$ cat src/rtl/bp_tlb_asid.sv
// bp_tlb_asid: fully associative, ASID-tagged TLB with a one-cycle lookup.
// A lookup miss parks the block in MISS until a matching fill or any flush.
//   clk_i, reset_i                 clock, async active-high reset
//   translation_en_i               0 = passthrough, 1 = lookup
//   asid_i                         current ASID for lookups
//   r_v_i / r_vtag_i / ready_o     lookup request, tag, ready
//   w_v_i / w_vtag_i / w_asid_i / w_global_i / w_entry_i   fill port
//   flush_v_i / flush_mode_i / flush_vtag_i / flush_asid_i invalidate port
//   v_o / miss_v_o / miss_vtag_o / entry_o                 registered results
module bp_tlb_asid #(
  parameter int unsigned els_p        = 8,
  parameter int unsigned vtag_width_p = 27,
  parameter int unsigned ptag_width_p = 28,
  parameter int unsigned asid_width_p = 9
) (
  input  logic                      clk_i,
  input  logic                      reset_i,
  input  logic                      translation_en_i,
  input  logic [asid_width_p-1:0]   asid_i,
  input  logic                      r_v_i,
  input  logic [vtag_width_p-1:0]   r_vtag_i,
  output logic                      ready_o,
  input  logic                      w_v_i,
  input  logic [vtag_width_p-1:0]   w_vtag_i,
  input  logic [asid_width_p-1:0]   w_asid_i,
  input  logic                      w_global_i,
  input  logic [ptag_width_p+3:0]   w_entry_i,
  input  logic                      flush_v_i,
  input  logic [1:0]                flush_mode_i,
  input  logic [vtag_width_p-1:0]   flush_vtag_i,
  input  logic [asid_width_p-1:0]   flush_asid_i,
  output logic                      v_o,
  output logic                      miss_v_o,
  output logic [vtag_width_p-1:0]   miss_vtag_o,
  output logic [ptag_width_p+3:0]   entry_o
);

  localparam int unsigned entry_w_lp = ptag_width_p + 4;
  localparam int unsigned idx_w_lp   = $clog2(els_p);

  typedef enum logic {S_READY = 1'b0, S_MISS = 1'b1} state_e;

  state_e                    r_state;
  logic                      r_ready;
  logic                      r_v;
  logic                      r_miss_v;
  logic [vtag_width_p-1:0]   r_miss_vtag;
  logic [entry_w_lp-1:0]     r_entry_o;
  logic [idx_w_lp-1:0]       r_victim;
  logic [els_p-1:0]          r_valid;
  logic [els_p-1:0]          r_glob;
  logic [vtag_width_p-1:0]   r_tag   [els_p];
  logic [asid_width_p-1:0]   r_asid  [els_p];
  logic [entry_w_lp-1:0]     r_entry [els_p];

  logic                      w_hit;
  logic [idx_w_lp-1:0]       w_hit_idx;
  logic                      w_same;
  logic [idx_w_lp-1:0]       w_same_idx;
  logic                      w_free;
  logic [idx_w_lp-1:0]       w_free_idx;
  logic [idx_w_lp-1:0]       w_fill_idx;
  logic                      w_use_victim;
  logic [els_p-1:0]          w_wr;
  logic [els_p-1:0]          w_tm;
  logic [els_p-1:0]          w_am;
  logic [els_p-1:0]          w_gl;
  logic [els_p-1:0]          w_kill;
  logic [els_p-1:0]          w_valid_n;

  assign ready_o     = r_ready;
  assign v_o         = r_v;
  assign miss_v_o    = r_miss_v;
  assign miss_vtag_o = r_miss_vtag;
  assign entry_o     = r_entry_o;

  // Lookup match; descending scan so the lowest matching index wins.
  always_comb begin
    w_hit     = 1'b0;
    w_hit_idx = '0;
    for (int i = els_p - 1; i >= 0; i--) begin
      if (r_valid[i] && (r_tag[i] == r_vtag_i) && (r_glob[i] || (r_asid[i] == asid_i))) begin
        w_hit     = 1'b1;
        w_hit_idx = idx_w_lp'(i);
      end
    end
  end

  // Fill placement: same-tag/same-ASID (or both global) entry, else lowest free, else victim.
  always_comb begin
    w_same     = 1'b0;
    w_same_idx = '0;
    w_free     = 1'b0;
    w_free_idx = '0;
    for (int i = els_p - 1; i >= 0; i--) begin
      if (r_valid[i] && (r_tag[i] == w_vtag_i) &&
          ((r_glob[i] && w_global_i) || (!r_glob[i] && !w_global_i && (r_asid[i] == w_asid_i)))) begin
        w_same     = 1'b1;
        w_same_idx = idx_w_lp'(i);
      end
      if (!r_valid[i]) begin
        w_free     = 1'b1;
        w_free_idx = idx_w_lp'(i);
      end
    end
    w_fill_idx   = w_same ? w_same_idx : (w_free ? w_free_idx : r_victim);
    w_use_victim = w_v_i && !w_same && !w_free;
    w_wr         = '0;
    if (w_v_i) w_wr[w_fill_idx] = 1'b1;
  end

  // Flush is evaluated against post-fill contents so a same-cycle matching fill is discarded.
  always_comb begin
    for (int i = 0; i < els_p; i++) begin
      w_tm[i] = w_wr[i] ? (w_vtag_i == flush_vtag_i) : (r_tag[i] == flush_vtag_i);
      w_am[i] = w_wr[i] ? (w_asid_i == flush_asid_i) : (r_asid[i] == flush_asid_i);
      w_gl[i] = w_wr[i] ? w_global_i : r_glob[i];
    end
    w_kill = '0;
    if (flush_v_i) begin
      case (flush_mode_i)
        2'd0:    w_kill = '1;
        2'd1:    w_kill = w_tm;
        2'd2:    w_kill = w_am & ~w_gl;
        default: w_kill = w_tm & w_am & ~w_gl;
      endcase
    end
    w_valid_n = (r_valid | w_wr) & ~w_kill;
  end

  // Entry payload storage; contents are qualified by r_valid so no reset is needed.
  always_ff @(posedge clk_i) begin
    for (int i = 0; i < els_p; i++) begin
      if (w_wr[i]) begin
        r_tag[i]   <= w_vtag_i;
        r_asid[i]  <= w_asid_i;
        r_glob[i]  <= w_global_i;
        r_entry[i] <= w_entry_i;
      end
    end
  end

  // Valid bits, victim pointer, READY/MISS state and registered results.
  always_ff @(posedge clk_i or posedge reset_i) begin
    if (reset_i) begin
      r_state     <= S_READY;
      r_ready     <= 1'b1;
      r_v         <= 1'b0;
      r_miss_v    <= 1'b0;
      r_miss_vtag <= '0;
      r_entry_o   <= '0;
      r_victim    <= '0;
      r_valid     <= '0;
    end else begin
      r_valid  <= w_valid_n;
      r_v      <= 1'b0;
      r_miss_v <= 1'b0;
      if (w_use_victim) r_victim <= idx_w_lp'(r_victim + 1'b1);
      case (r_state)
        S_READY: begin
          if (r_v_i) begin
            if (!translation_en_i) begin
              r_v       <= 1'b1;
              r_entry_o <= {4'b0111, ptag_width_p'(r_vtag_i)};
            end else if (w_hit) begin
              r_v       <= 1'b1;
              r_entry_o <= r_entry[w_hit_idx];
            end else begin
              r_miss_v    <= 1'b1;
              r_miss_vtag <= r_vtag_i;
              r_state     <= S_MISS;
              r_ready     <= 1'b0;
            end
          end
        end
        default: begin
          if (flush_v_i || (w_v_i && (w_vtag_i == r_miss_vtag))) begin
            r_state <= S_READY;
            r_ready <= 1'b1;
          end
        end
      endcase
    end
  end

endmodule

$ cat config.mk
export PLATFORM = sky130hd
export DESIGN_NAME = bp_tlb_asid
export DESIGN_NICKNAME = d
export VERILOG_FILES = /design/src/rtl/bp_tlb_asid.sv
export SDC_FILE = /design/constraint.sdc
export NUM_CORES = 2
export LEC_CHECK = 0
export CAP_MARGIN = 20
export CORE_UTILIZATION = 42
export CTS_BUF_LIST = sky130_fd_sc_hd__clkbuf_16
export DETAILED_ROUTE_END_ITERATION = 10
export RECOVER_POWER = 50
export SLEW_MARGIN = 15
export SYNTH_ARGS = -nofsm -noshare
export SYNTH_HDL_FRONTEND = slang
export SYNTH_SLANG_ARGS = --single-unit
$ cat constraint.sdc
create_clock -name clk_i -period 6.9 [get_ports clk_i]
set_clock_uncertainty 0.1 [all_clocks]
set_input_delay 1.035 -clock clk_i [delete_from_list [all_inputs] [get_ports clk_i]]
set_output_delay 1.035 -clock clk_i [all_outputs]
set_load 0.1 [all_outputs]
==> reports/results.ini <==
[setup_path]
worst-path-buf-inv=3
crit_path_top_delay_cell=clkbuf_1
worstPathMaxFanout=22
end_kind=flip-flop
crit_type=in -> reg
cp-start-kind=primary input
critPathMaxStageDelay_ns=1.50
crit_chain=dlygate4sd3_1, clkbuf_1, xnor2_1, nand4_1, nor4_1, nand3_1, and2_1, a21oi_1, or2_2, nand2b_1, nor2_4, buf_4
worstPathArrival_ns=6.20
critPathTopFamily=buffers and inverters
worstPathRequired_ns=7.11

[power_and_ir_drop]
p_leak_nw=13.45
power_mw=11.72
ir_drop_uv=251.6
powerDensity_nw_per_um2=290.6

[clock_network]
cts.sinks=626
cts_tree=built
cts_resized=0
clkLatencyLatePin_ns=0.66
cts_buffers=74
htree_levels=3
cts_hold_buffers=0
cts_root_buf=clkbuf_16
cts_setup_buffers=0
clockBufferDepth=3
clk_pin_slew_ns=0.06

[cells_and_area]
final_util=0.4998
area_growth_pct=17.62
num_antenna_cells=0
drive_above_1_share=0.08041
nets=3135
fin_area_um2=40320
nFillCells=7104

[timing]
period_minus_slack_ns=5.987
min_period_over_period=0.8676
relSlewSlack=-0.9692
slew_violations=172
worstMarginPinSlew_ns=2.954
fmax_ghz=0.1670
rsz0062_at_grt=no
setup_violations=0
setup_slack_ns=0.9134
holdWs_ns=0.3910
finalHoldViolCount=0

[yosys]
synth-edff-count=544
synth-seq-cells=626
yosysMostFrequentCell=xnor2_1
synthesis.area_um2=34280
synth_top_area_share=0.4765
synth_cell_type_count=71
synthTopCellsByCount=678 x xnor2_1, 544 x edfxtp_1, 247 x xor2_1
yosys_most_used_dff=edfxtp_1
ys_seq_area_frac=0.5352
synth_warnings=0
yosysTopAreaCell=edfxtp_1
synthTopCellsByArea=edfxtp_1 48%, xnor2_1 17%, xor2_1 6.3%
avgSynthCellArea_um2=12.59
synthArstFlopShare=0.1182
synth_cells=2722
syn-num-nets=2872

[detailed_routing]
ant_nets=0
dr_total_vias=24840
wirelength_um=135100
via_per_inst=6.047
dr.first_iter.drc_count=3109
post_drt_wl_per_cell_um=32.89
drc=20
drt_first_pass_iters=9

[die]
die_w_um=287.7
ios=211
die-area_um2=82770
fp-row-count=104
die_h_um=287.7
core-area_um2=80680
initial_utilization=0.4249

[hold_path]
worstHoldPathType=reg -> reg

[grt]
first_global_vias=24740
overflow=0
grt_pass1_wl_um=188300
grt_max_degree=88
antenna_found_initial=7
track_usage=0.3254

[placed_design]
post-place-ws_ns=1.069
dp_hpwl_um=93190
place_area_um2=38120
gp_congestion=1.023
io_buffers=210

[status]
status=finished, violations left
violations=design-rule violations, max-capacitance violations, max-slew violations

[flow_run]
max-cap-violations=7

-- per-layer routing --
metal	GRT usage	up-vias	routed length [um]
met5	0	-	50
met4	0.1631	8	7802
met3	0.06727	373	12860
met2	0.4959	1415	59690
met1	0.4392	12590	54660
li1	-	10450	-
-- cells in the final DEF, fill, tap and decap left out, types with 8 or more instances in the layout --
cell type	n
a211oi_1	28
a21o_1	29
a21oi_1	10
a32o_1	8
and3_1	32
buf_12	18
buf_4	76
clkbuf_1	51
clkbuf_16	75
clkdlybuf4s50_1	103
clkinv_1	21
clkinv_2	13
dfrtp_1	73
dfxtp_1	8
dlygate4sd3_1	102
edfxtp_1	544
inv_1	23
mux2_1	27
mux2_2	11
mux2i_1	110
nand2_1	48
nand3_1	54
nand4_1	231
nor2_1	44
nor2b_1	88
nor3_1	40
nor4_1	74
o21ai_0	13
o31ai_1	27
or3_1	32
or4_1	8
xnor2_1	678
xor2_1	247
-- sequential cells by signal, summed over array words and instances (netlist names) --
name         flops
entry_o         32
miss_v_o         1
miss_vtag_o     27
r_asid          72
r_entry        256
r_glob           8
r_state          1
r_tag          216
r_valid          8
r_victim         3
ready_o          1
v_o              1
-- power breakdown --
part / internal, mW / switching [mW]
Clock: 2.15 / 1.67
Sequential: 4.69 / 0.473
Combinational: 0.929 / 1.80
Total: 7.77 / 3.95
-- path summary, 6_finish.rpt --
check	from	end	slack (ns)	cells past startpoint
min in group asynchronous	reset_i	entry_o[23]	1.11	2
setup reg to reg	r_tag[0][4]	entry_o[17]	2.72	11
max in group asynchronous	reset_i	miss_vtag_o[14]	2.16	3
setup / recovery	w_vtag_i[26]	r_entry[1][3]	0.91	12
hold / removal	r_victim[2]	r_victim[2]	0.39	1
hold reg to reg	r_victim[2]	r_victim[2]	0.39	1
-- area by class of cell --
type                       instances  area, um2  area share
timing repair buffer             353       3189     0.07909
multi-input combinational       1922      15040      0.3729
tap                             1060       1326     0.03289
clock buffer                      75       1877     0.04654
inverter                           8      33.78   0.0008378
sequential                       626      18350      0.4550
clock inverter                    63      511.7     0.01269
-- metrics by stage --
stage,std cells,TNS [ns]
2_1_floorplan,2722,-120.36
3_3_place_gp,3969,0
3_5_place_dp,3969,0
4_1_cts,4107,0
5_1_grt,4107,0
6_report,4107,0
-- logic make-up after synthesis --
kind of cell / Yosys count / synth area share
fa+ha+maj: 1 / 0.0003649
simple gates: 689 / 0.1182
compound gates: 153 / 0.03423
mux: 149 / 0.04504
xor+xnor: 930 / 0.2387
flops: 626 / 0.5352
buf+inv: 174 / 0.02828
Note: power is estimated with default switching activity, not from simulation.
